`src/rtl/div_operand_fifo.sv`:
```
// Operand queue feeding the restoring divider: buffers {dividend, divisor} pairs in order,
// dropping zero-divisor pairs and flagging each drop with a one-cycle dz_err pulse.
module div_operand_fifo #(
  parameter int WIDTH = 16,
  parameter int DEPTH = 4
) (
  input  logic                     clk,
  input  logic                     reset,
  input  logic                     flush,
  input  logic                     in_valid,
  output logic                     in_ready,
  input  logic [WIDTH-1:0]         in_dividend,
  input  logic [WIDTH-1:0]         in_divisor,
  output logic                     out_valid,
  input  logic                     out_ready,
  output logic [WIDTH-1:0]         out_dividend,
  output logic [WIDTH-1:0]         out_divisor,
  output logic                     dz_err,
  output logic [$clog2(DEPTH):0]   level
);

  localparam int PW = $clog2(DEPTH);
  localparam int LW = PW + 1;
  localparam logic [LW-1:0] FULL_LVL = LW'(DEPTH);

  logic [WIDTH-1:0] dvd_mem_q [DEPTH];
  logic [WIDTH-1:0] dvs_mem_q [DEPTH];

  logic [PW-1:0] wr_ptr_q, wr_ptr_d;
  logic [PW-1:0] rd_ptr_q, rd_ptr_d;
  logic [LW-1:0] level_q, level_d;
  logic          dz_err_q, dz_err_d;

  logic accept, store, pop;

  always_comb begin
    in_ready  = (level_q != FULL_LVL);
    out_valid = (level_q != '0);
    accept    = in_valid & in_ready;
    store     = accept & (in_divisor != '0);
    pop       = out_valid & out_ready;
  end

  // Flush discards everything happening this cycle, including a zero-divisor error.
  always_comb begin
    wr_ptr_d = wr_ptr_q;
    rd_ptr_d = rd_ptr_q;
    level_d  = level_q;
    dz_err_d = 1'b0;
    if (flush) begin
      wr_ptr_d = '0;
      rd_ptr_d = '0;
      level_d  = '0;
    end else begin
      dz_err_d = accept & (in_divisor == '0);
      if (store) wr_ptr_d = wr_ptr_q + PW'(1);
      if (pop)   rd_ptr_d = rd_ptr_q + PW'(1);
      if (store & ~pop)      level_d = level_q + LW'(1);
      else if (pop & ~store) level_d = level_q - LW'(1);
    end
  end

  always_ff @(posedge clk or negedge reset) begin
    if (!reset) begin
      wr_ptr_q <= '0;
      rd_ptr_q <= '0;
      level_q  <= '0;
      dz_err_q <= 1'b0;
    end else begin
      wr_ptr_q <= wr_ptr_d;
      rd_ptr_q <= rd_ptr_d;
      level_q  <= level_d;
      dz_err_q <= dz_err_d;
    end
  end

  // Storage holds data only; its contents are meaningless until level says otherwise.
  always_ff @(posedge clk) begin
    if (store && !flush) begin
      dvd_mem_q[wr_ptr_q] <= in_dividend;
      dvs_mem_q[wr_ptr_q] <= in_divisor;
    end
  end

  always_comb begin
    out_dividend = out_valid ? dvd_mem_q[rd_ptr_q] : '0;
    out_divisor  = out_valid ? dvs_mem_q[rd_ptr_q] : '0;
    dz_err       = dz_err_q;
    level        = level_q;
  end

endmodule

```
`config.mk`:
```
export PLATFORM = sky130hd
export DESIGN_NAME = div_operand_fifo
export DESIGN_NICKNAME = d
export VERILOG_FILES = /design/src/rtl/div_operand_fifo.sv
export SDC_FILE = /design/constraint.sdc
export NUM_CORES = 1
export LEC_CHECK = 0
export BUFFER_PORTS_ARGS = -buffer_cell sky130_fd_sc_hd__buf_4
export CORE_UTILIZATION = 30
export CTS_BUF_LIST = sky130_fd_sc_hd__clkbuf_4 sky130_fd_sc_hd__clkbuf_8 sky130_fd_sc_hd__clkbuf_16
export DETAILED_ROUTE_END_ITERATION = 8
export GPL_ROUTABILITY_DRIVEN = 0
export GPL_TIMING_DRIVEN = 0
export PLACE_DENSITY_LB_ADDON = 0.12
export SYNTH_ARGS = -nofsm -noshare
export SYNTH_HDL_FRONTEND = slang
export SYNTH_SLANG_ARGS = --single-unit
export TNS_END_PERCENT = 30
```
`constraint.sdc`:
```
create_clock -name clk -period 3.6 [get_ports clk]
set_input_delay 0.54 -clock clk [delete_from_list [all_inputs] [get_ports clk]]
set_output_delay 0.54 -clock clk [all_outputs]
set_load 0.005 [all_outputs]
```
==> results.env, run 1 <==
DRT_PRE_ANTENNA_ITERS=4
SYNTH_AREA_LEADER_CELL='edfxtp_1'
GLOBAL_ROUTE.USAGE.TOTAL_PCT=13.12
SYN_AREA_PER_CELL_SQ_UM=19.75
TIMING.MAX_CAP.VIOLATIONS=0
FINALHOLDVIOLATIONS=0
IRDROPWORSTVDD_mV=0.3628
CLK_PIN_SLEW_PS=60
YOSYS.CELL_TYPES.COUNT=33
P_R_AREA_GROWTH_VS_SYN_PCT=31.21
STD_CELL_ROWS=49
MAX-SLEW-MARGIN-REL_PCT=35.86
DETAILED_ROUTE_DRC_ERROR_COUNT=0
MAX_FREQ_MHz=325.3
SYNTH_TOP_CELLS_BY_AREA='edfxtp_1, mux4_2, dfrtp_1'
SLOWEST_DELAY_PS=800
LAYOUT.CELLS.MOST_COMMON='edfxtp_1'
POST_DP_CELL_AREA_SQ_UM=6487
DRT-TOTAL-WL_MM=11.43
TIMING.FINAL.CRIT_PERIOD_PS=3074
GRT_ANTENNA_BEFORE_REPAIR=0
CRITICAL_PATH_REQUIRED_PS=3060
YOSYSTOPAREACELLSHARE_PCT=70.25
R2R-START='level[2]'
NETS=426
CP-ENDPOINT='out_divisor[3]'
WORST_EP_ARRIVAL_TIME_PS=2530
HOLD_PATH.CLASS='in2reg'
GRT_MAX_DEGREE=17
WORSTREG2REGEND='dvd_mem_q[0][14]'
CRIT_TYPE='reg2out'
DIE_HEIGHT_MICRONS=137.1
CRIT_START='level[0]'
FLOORPLAN.INITIALDENSITY_PCT=30.56
CP_SLOWEST_CELL='nor3_1'
CLOCK_PATH_BUFFERS=2
SETUP_VIOL=0
PLACEMENT.SETUP.WORST_SLACK_PS=439.8
CTS.ROOT.BUFFER_CELL='clkbuf_16'
GRT_PASS1_VIAS=2982
YS_WARNS=0
ROUTEDWLPERCELL_MICRONS=18.26
FLOORPLAN.DIE_AREA_SQ_UM=18780
CTS_RESIZED=0
FIN_CRIT_SH_PCT=85.40
WORSTMARGINPINSLEW_PS=954.8
FINAL.SETUP.TNS_PS=0
RSZ0062_AT_GRT='no'
SYNTH_NETS=319
CP_NUM_CELLS=4
VIAS_PER_CELL=4.596
YOSYS_REGISTER_BITS=136
SYN_INST=277
NUM_VIAS=2877
POWER.DENSITY_CELL_AREA_nW_PER_UM2=713.9
FINAL_ANTENNA_NET_COUNT=0
CRIT_BUF_INV=2
SYNTH_SEQ_AREA_SHARE_PCT=73.91
GRT_PASS1_WL_MM=17.11
CRITICAL_PATH.TOP_DELAY_FAMILY='simple AND/OR/NAND/NOR gates'
CTS_BUFFERS=17
CLKLATENCYLATEPIN_PS=420
POWER_LEAKAGE_nW=2.510
STARTING_DRT_DRC_COUNT=103
DIE-WIDTH_MICRONS=137.1
MAXSLEWVIOLCOUNT=0
POST_ROUTE_DESIGN_AREA_SQ_UM=7179
IO_PINS=75
RESULT_OF_THE_RUN='finished clean'
WORST_HOLD_SLACK_PS=315.5
WORSTPATHCELLLIST='nor3_1, clkbuf_1, nor2b_1, buf_4'
SYNTHESIS.AREA_SQ_UM=5471
HPWLAFTERDP_MM=7.699
FF2FF_PATH_DEPTH=7
START_KIND='register'
FINAL_LAYOUT_SIZE_SUFFIX_GT1_SHARE_PCT=43.07
PLACE.PORT_BUFFERS=73
CTS.SINKS=136
REGTOREGSETUPSLACK_PS=980
MOSTFREQUENTLAYOUTCELLS='edfxtp_1, buf_4, mux4_2, nor2b_1, clkbuf_16'
ANTENNADIODECOUNT=0
CRIT_PATH_MAX_FANOUT=10
GRT_OVERFLOW_TOTAL=0
WORST_SLACK_PS=525.8
SKEW_PS=9.110
TRITONCTS='done'
TIMING.CRITICAL_PATH.TO_TYPE='output pin'
CTSHTREEMAXLEVEL=4
FP.COREAREA_SQ_UM=17900
## report_power, final
part	internal, mW	leakage [nW]	switching (mW)
clock	1.34	0.338	0.639
combinational	0.666	0.903	0.604
sequential	1.83	1.27	0.0426
## sequential cells by signal (all words and copies together), names as in the netlist
signal,flops
rd_ptr_q,2
wr_ptr_q,2
dvs_mem_q,64
level,3
dvd_mem_q,64
dz_err,1
## synth_stat cells
master,n
nand4_1,2
nor2b_1,32
nor4_1,4
nand2_4,1
nor3_1,10
ha_1,4
xnor2_1,1
xor2_1,1
o22ai_1,3
a21oi_1,3
o21ai_0,2
o211ai_1,2
nand2_1,4
inv_1,5
o31a_2,1
and4_1,1
clkbuf_1,5
fa_1,1
and3_1,1
nor2_1,5
o311ai_2,1
o31ai_1,1
edfxtp_1,128
buf_6,2
and2_4,1
or2b_2,1
nor3b_1,4
buf_4,4
mux4_2,32
buf_2,4
nand3_1,2
or3b_4,1
dfrtp_1,8
## layer usage
metal | global-route usage (%) | up-vias | wire, microns
met2 | 21.10 | 65 | 5617
met1 | 16.16 | 1471 | 5109
li1 | - | 1325 | -
met3 | 3.667 | 16 | 503
met4 | 6.593 | 0 | 199
met5 | 0 | - | 0
## worst min-delay path by stage
stage | slack [ps] | cells past startpoint | endpoint | startpoint
after floorplan | 240 | 0 | dz_err | reset
after global routing | 300 | 1 | dvd_mem_q[3][0] | in_dividend[0]
after detailed placement | 370 | 1 | level[1] | reset
after CTS | 300 | 1 | dvd_mem_q[1][15] | in_dividend[15]
after global placement | 370 | 1 | level[1] | reset
final | 320 | 1 | dvd_mem_q[1][15] | in_dividend[15]
## layout make-up
type                            count  area, sq um
Buffer                             15        91.34
Clock buffer                       20        460.4
Clock inverter                     12        221.5
Fill cell                        1663        10720
Inverter                            5        18.77
Multi-Input combinational cell    121         1338
Sequential cell                   136         4044
Tap cell                          229        286.5
Timing Repair Buffer               88        719.4
## cell families after synthesis
kind of cell             Yosys count  synth area share, %
AO/OA/AOI/OAI                     13                1.692
XOR/XNOR                           2               0.3202
adder cells (fa/ha/maj)            5                1.281
buffers and inverters             20                2.012
flip-flops                       136                73.91
multiplexers                      32                13.17
AND/OR/NAND/NOR                   69                7.615
## stage by stage
step	std cells	utilization, %	total power [mW]
floorplan	277	-	2.590
CTS	626	40.10	5.207
global placement	579	35.23	3.193
finish	626	40.10	5.126
global route	626	40.10	5.378
detailed placement	593	36.24	3.214
## timing repair
action                                 4_1_cts  5_1_grt
hold buffers                                 1        0
setup buffers                                0        0
endpoints found under the hold margin        8        0
setup endpoints to repair                    0        0
Note: power is estimated with default switching activity, not from simulation.
==> inputs of run 2 (changes only) <==
--- a/config.mk
+++ b/config.mk
@@ -6,7 +6,8 @@
 export NUM_CORES = 1
 export LEC_CHECK = 0
 export BUFFER_PORTS_ARGS = -buffer_cell sky130_fd_sc_hd__buf_4
-export CORE_UTILIZATION = 30
+export CORE_MARGIN = 3
+export CORE_UTILIZATION = 51
 export CTS_BUF_LIST = sky130_fd_sc_hd__clkbuf_4 sky130_fd_sc_hd__clkbuf_8 sky130_fd_sc_hd__clkbuf_16
 export DETAILED_ROUTE_END_ITERATION = 8
 export GPL_ROUTABILITY_DRIVEN = 0
==> run 2 against run 1 <==
Clock skew fell by 1.9 ps. Hold slack got worse by 85 ps. Count of clock-buffer cells in the layout fell by 2. Register-to-register slack barely moved. Sequential cell count did not move. Worst setup slack got worse by 49 ps. Critical path depth did not move. Combinational power barely moved. Global-route usage rose by 5.8 points. Sequential share of layout area rose by 1.3 points. Largest power group is now sequential cells.
==> results.env, run 2 (synthesized netlist as in run 1, its figures left out) <==
RESULT_OF_THE_RUN='finished clean'  # unchanged
FINALHOLDVIOLATIONS=0  # unchanged
ANTENNADIODECOUNT=0  # unchanged
FP.COREAREA_SQ_UM=10370  # was 17900 sq um
POST_DP_CELL_AREA_SQ_UM=6356  # was 6487 sq um
FINAL_ANTENNA_NET_COUNT=0  # unchanged
SKEW_PS=7.236  # was 9.110 ps
GRT_PASS1_WL_MM=16.33  # was 17.11 mm
CLKLATENCYLATEPIN_PS=510  # was 420 ps
STARTING_DRT_DRC_COUNT=223  # was 103
POST_ROUTE_DESIGN_AREA_SQ_UM=7015  # was 7179 sq um
RSZ0062_AT_GRT='no'  # unchanged
POWER.DENSITY_CELL_AREA_nW_PER_UM2=713.4  # was 713.9 nW/um^2
WORSTMARGINPINSLEW_PS=984.2  # was 954.8 ps
POWER_LEAKAGE_nW=2.467  # was 2.510 nW
PLACE.PORT_BUFFERS=73  # unchanged
FINAL_LAYOUT_SIZE_SUFFIX_GT1_SHARE_PCT=42.39  # was 43.07%
FINAL.SETUP.TNS_PS=0  # unchanged
TIMING.FINAL.CRIT_PERIOD_PS=3123  # was 3074 ps
CLK_PIN_SLEW_PS=60  # about the same
SETUP_VIOL=0  # unchanged
MAX-SLEW-MARGIN-REL_PCT=34.10  # was 35.86%
FIN_CRIT_SH_PCT=86.76  # was 85.40%
CRITICAL_PATH_REQUIRED_PS=3060  # about the same
NUM_VIAS=2902  # was 2877
MAX_FREQ_MHz=320.2  # was 325.3 MHz
CTS.REPAIR_TIMING.SETUP_BUFFER_COUNT=0  # unchanged
GLOBAL_ROUTE.USAGE.TOTAL_PCT=18.96  # was 13.12%
FLOORPLAN.DIE_AREA_SQ_UM=12010  # was 18780 sq um
GRT_OVERFLOW_TOTAL=0  # unchanged
TIMING.MAX_CAP.VIOLATIONS=0  # unchanged
GRT_ANTENNA_BEFORE_REPAIR=0  # unchanged
NETS=424  # was 426
DRT_PRE_ANTENNA_ITERS=4  # unchanged
LAYOUT.CELLS.MOST_COMMON='edfxtp_1'  # unchanged
ROUTEDWLPERCELL_MICRONS=19.84  # was 18.26 microns
DETAILED_ROUTE_DRC_ERROR_COUNT=0  # unchanged
WORST_EP_ARRIVAL_TIME_PS=2580  # was 2530 ps
HPWLAFTERDP_MM=7.033  # was 7.699 mm
IO_PINS=75  # unchanged
IRDROPWORSTVDD_mV=0.3871  # was 0.3628 mV
VIAS_PER_CELL=5.475  # was 4.596
UTILIZATION_PCT=67.65  # was 40.10%
CTS.ROOT.BUFFER_CELL='clkbuf_8'  # was clkbuf_16
GRT_PASS1_VIAS=3033  # was 2982
HOLD_PATH.CLASS='in2reg'  # unchanged
CTSHTREEMAXLEVEL=4  # unchanged
CLOCK_PATH_BUFFERS=2  # unchanged
DRT-TOTAL-WL_MM=10.52  # was 11.43 mm
CTS.SINKS=136  # unchanged
MOSTFREQUENTLAYOUTCELLS='edfxtp_1, buf_4, mux4_2, nor2b_1, clkbuf_16'  # unchanged
STD_CELL_ROWS=37  # was 49
CRIT_TYPE='reg2out'  # unchanged
TIMING.CRITICAL_PATH.TO_TYPE='output pin'  # unchanged
P_R_AREA_GROWTH_VS_SYN_PCT=28.22  # was 31.21%
DIE_HEIGHT_MICRONS=109.6  # was 137.1 microns
GRT_MAX_DEGREE=17  # unchanged
START_KIND='register'  # unchanged
MAXSLEWVIOLCOUNT=0  # unchanged
FILLERINSTANCES=711  # was 1663
WORST_HOLD_SLACK_PS=230.2  # was 315.5 ps
DIE-WIDTH_MICRONS=109.6  # was 137.1 microns
TRITONCTS='done'  # unchanged
CRIT_PATH_MAX_FANOUT=10  # unchanged
FLOORPLAN.INITIALDENSITY_PCT=52.76  # was 30.56%
CTS_BUFFERS=17  # unchanged
run 2: cell type report:
type	instances	area [sq um]	area share, %
flip-flops and latches	136	4044	57.64
multi-input cells	121	1338	19.07
repair buffers	86	704.4	10.04
clock buffers	18	421.7	6.010
clock inverters	13	227.7	3.246
well taps	136	170.2	2.426
plain buffers	15	91.34	1.302
inverters	5	18.77	0.2675
run 2: metal layers:
| metal | global-route usage [%] | wire length, microns |
|---|---|---|
| met1 | 24.98 | 4302 |
| met2 | 31.56 | 5611 |
| met3 | 4.169 | 543 |
| met4 | 6.411 | 57 |
| met5 | 0 | 0 |
run 2: what timing repair did:
item | 4_1_cts | 5_1_grt
hold buffers | 1 | 0
resized for setup | 0 | 0
endpoints found under the hold margin | 8 | 0
run 2: report_power, final:
group          total, mW  internal (mW)  switching [mW]
logic               1.25          0.666           0.589
clock network       1.87           1.26           0.611
registers           1.88           1.83          0.0454
run 2: worst paths after layout:
path                                 start               end  slack [ps]  cells past startpoint
hold reg to reg                wr_ptr_q[1]       wr_ptr_q[1]         600                      2
min in group asynchronous            reset       rd_ptr_q[1]         380                      2
hold / removal             in_dividend[13]  dvd_mem_q[3][13]         230                      1
max in group asynchronous            reset       wr_ptr_q[1]        3080                      2
setup reg to reg                  level[2]  dvd_mem_q[2][11]         970                      7
setup / recovery                  level[0]    out_divisor[3]         480                      4
run 2: critical path, cell delays in order (launching register included):
cell      delay, ps
dfrtp_1         460
nor3_1          800
clkbuf_1        490
nor2b_1         150
buf_4           170
run 2: per-stage QoR:
| step | total power [mW] | std cells | worst slack [ps] |
|---|---|---|---|
| floorplan | 2.590 | 277 | -259.1 |
| global placement | 3.141 | 486 | -2402 |
| detailed placement | 3.177 | 498 | 565.7 |
| CTS | 5.059 | 530 | 464.9 |
| global route | 5.217 | 530 | 314.3 |
| finish | 5.005 | 530 | 476.7 |
==> inputs of run 3 (changes only) <==
--- a/config.mk
+++ b/config.mk
@@ -9,9 +9,9 @@
 export CORE_MARGIN = 3
 export CORE_UTILIZATION = 51
 export CTS_BUF_LIST = sky130_fd_sc_hd__clkbuf_4 sky130_fd_sc_hd__clkbuf_8 sky130_fd_sc_hd__clkbuf_16
+export CTS_CLUSTER_SIZE = 20
 export DETAILED_ROUTE_END_ITERATION = 8
 export GPL_ROUTABILITY_DRIVEN = 0
-export GPL_TIMING_DRIVEN = 0
 export PLACE_DENSITY_LB_ADDON = 0.12
 export SYNTH_ARGS = -nofsm -noshare
 export SYNTH_HDL_FRONTEND = slang
==> run 3 against run 2 <==
Count of clock-buffer cells in the layout increased by 1. First-iteration DRC count shrank 16%. Critical path type unchanged. Sequential cell count unchanged. Clock skew up 1.8 ps. Worst setup slack improved by 320 ps. Largest power group unchanged. Sequential share of layout area up 1.3 points. Largest cell class unchanged. Core utilization fell by 1.5 points.
==> results.env, run 3 (synthesized netlist as in run 1, its figures left out) <==
RESULT_OF_THE_RUN='finished clean'  # unchanged
SETUP_VIOL=0  # unchanged
DIE-WIDTH_MICRONS=109.6  # unchanged
FLOORPLAN.INITIALDENSITY_PCT=52.76  # unchanged
FIN_CRIT_SH_PCT=77.97  # was 86.76%
SEQUENTIALPOWERSHARE_PCT=38.9  # was 37.5%
NETS=406  # was 424
REGTOREGSETUPSLACK_PS=930  # was 970 ps
WORSTREG2REGEND='dvd_mem_q[1][6]'  # was dvd_mem_q[2][11]
WORSTPATHCELLLIST='buf_12, mux4_2, nor2b_1, buf_4'  # was nor3_1, clkbuf_1, nor2b_1, buf_4
GRT_MAX_DEGREE=34  # was 17
CLK_PIN_SLEW_PS=60  # about the same
SUM_OF_INTERNAL_SWITCHING_AND_LEAKAGE_POWER_mW=4.954  # was 5.005 mW
GRT_ANTENNA_BEFORE_REPAIR=0  # unchanged
R2R-START='level[2]'  # unchanged
VIAS_PER_CELL=5.513  # was 5.475
CRITICAL_PATH.TOP_DELAY_FAMILY='flip-flops'  # was simple AND/OR/NAND/NOR gates
CTS_BUFFERS=17  # unchanged
ANTENNADIODECOUNT=0  # unchanged
CRIT_TYPE='reg2out'  # unchanged
FILLERINSTANCES=722  # was 711
STD_CELL_ROWS=37  # unchanged
TIMING.FINAL.CRIT_PERIOD_PS=2807  # was 3123 ps
POST_DP_CELL_AREA_SQ_UM=6206  # was 6356 sq um
P_R_AREA_GROWTH_VS_SYN_PCT=25.38  # was 28.22%
WORST_EP_ARRIVAL_TIME_PS=2270  # was 2580 ps
TIMING.CRITICAL_PATH.TO_TYPE='output pin'  # unchanged
MAX-SLEW-MARGIN-REL_PCT=32.05  # was 34.10%
PLACE.PORT_BUFFERS=74  # was 73
GRT_PASS1_VIAS=3006  # was 3033
NET-SWITCHING-POWER_mW=1.264  # was 1.245 mW
CTS.SINKS=136  # unchanged
GLOBAL_ROUTE.USAGE.TOTAL_PCT=18.61  # was 18.96%
SWITCHING_FRACTION_PCT=25.51  # was 24.87%
IRDROPWORSTVDD_mV=0.7548  # was 0.3871 mV
MAX_FREQ_MHz=356.3  # was 320.2 MHz
POST_ROUTE_DESIGN_AREA_SQ_UM=6860  # was 7015 sq um
LAYOUT.CELLS.MOST_COMMON='edfxtp_1'  # unchanged
GRT_PASS1_WL_MM=16.09  # was 16.33 mm
DIE_HEIGHT_MICRONS=109.6  # unchanged
DETAILED_ROUTE_DRC_ERROR_COUNT=0  # unchanged
PWR-SHARE-CLK_PCT=37.6  # was 37.4%
CRITICAL_PATH_REQUIRED_PS=3060  # about the same
MAXSLEWVIOLCOUNT=0  # unchanged
INTPOWER_mW=3.690  # was 3.760 mW
CTS.REPAIR_TIMING.SETUP_BUFFER_COUNT=0  # unchanged
IO_PINS=75  # unchanged
CTSHTREEMAXLEVEL=4  # unchanged
CRIT_START='rd_ptr_q[0]'  # was level[0]
MOSTFREQUENTLAYOUTCELLS='edfxtp_1, buf_4, mux4_2, nor2b_1, clkbuf_16'  # unchanged
GRT_OVERFLOW_TOTAL=0  # unchanged
CTS.ROOT.BUFFER_CELL='clkbuf_8'  # unchanged
POWER_LEAKAGE_nW=2.388  # was 2.467 nW
FP.COREAREA_SQ_UM=10370  # unchanged
CTS_RESIZED=0  # unchanged
HPWLAFTERDP_MM=6.188  # was 7.033 mm
RSZ0062_AT_GRT='no'  # unchanged
SLOWEST_DELAY_PS=600  # was 800 ps
CLOCK_PATH_BUFFERS=2  # unchanged
CP_SLOWEST_CELL='dfrtp_2'  # was nor3_1
FF2FF_PATH_DEPTH=5  # was 7
UTILIZATION_PCT=66.16  # was 67.65%
FLOORPLAN.DIE_AREA_SQ_UM=12010  # unchanged
START_KIND='register'  # unchanged
CLKLATENCYLATEPIN_PS=510  # about the same
TRITONCTS='done'  # unchanged
FINAL_ANTENNA_NET_COUNT=0  # unchanged
TIMING.MAX_CAP.VIOLATIONS=0  # unchanged
DRT_PRE_ANTENNA_ITERS=4  # unchanged
DRT-TOTAL-WL_MM=10.35  # was 10.52 mm
HOLD_PATH_DEPTH=1  # unchanged
WORST_HOLD_PATH.ENDPOINT='dvd_mem_q[2][7]'  # was dvd_mem_q[3][13]
POWER.DENSITY_CELL_AREA_nW_PER_UM2=722.1  # was 713.4 nW/um^2
COMBINATIONALPOWERSHARE_PCT=23.5  # was 25.1%
WORSTMARGINPINSLEW_PS=1015  # was 984.2 ps
SKEW_PS=9.074  # was 7.236 ps
CRIT_PATH_MAX_FANOUT=25  # was 10
CRIT_BUF_INV=2  # unchanged
FINAL_LAYOUT_SIZE_SUFFIX_GT1_SHARE_PCT=42.18  # was 42.39%
WORST_HOLD_STARTPOINT='in_dividend[7]'  # was in_dividend[13]
STARTING_DRT_DRC_COUNT=187  # was 223
HOLD_PATH.CLASS='in2reg'  # unchanged
ROUTEDWLPERCELL_MICRONS=20.17  # was 19.84 microns
FINALHOLDVIOLATIONS=0  # unchanged
NUM_VIAS=2828  # was 2902
-- run 3: stage by stage --
stage	worst slack, ps	std cells	setup TNS [ps]	hold WS (ps)
4_1_cts	732.3	513	0	209.5
3_3_place_gp	708.8	480	0	365.6
6_report	793.1	513	0	232.1
5_1_grt	662.7	513	0	206.8
3_5_place_dp	691.4	480	0	370.7
2_1_floorplan	-259.1	277	-33160	244.4
-- run 3: layout make-up --
type                    count  area [sq um]  area share, %
clock buffers              19         429.2          6.256
clock inverters            13         215.2          3.137
repair buffers             83         638.1          9.301
inverters                   5         18.77         0.2736
multi-input cells         121          1343          19.57
flip-flops and latches    136          4046          58.98
well taps                 136         170.2          2.480
-- run 3: layer usage --
layer,vias to the layer above,global-route usage [%],part of all wire [%]
li1,1282,-,-
met1,1452,24.01,43
met2,88,30.99,51
met3,6,4.228,4.6
met4,0,7.124,0.74
met5,-,0,0
-- run 3: worst max path at each step --
stage | end | cells past startpoint | slack, ps
floorplan | dvd_mem_q[0][0] | 5 | -260
global placement | level[1] | 9 | 710
detailed placement | level[2] | 9 | 690
CTS | out_divisor[15] | 4 | 730
global route | out_divisor[15] | 4 | 660
finish | out_divisor[15] | 4 | 790
-- run 3: power groups by stage --
stage | Sequential [mW] | Clock [mW] | Combinational (mW)
after floorplan | 1.90 | 0 | 0.690
after global placement | 1.96 | 0 | 1.18
after detailed placement | 1.96 | 0 | 1.19
after CTS | 1.93 | 1.89 | 1.19
after global routing | 1.94 | 1.96 | 1.28
final | 1.93 | 1.86 | 1.17
-- run 3: repair_timing --
item,4_1_cts,5_1_grt
hold buffers,1,0
endpoints found under the setup margin,0,0
endpoints found under the hold margin,8,0
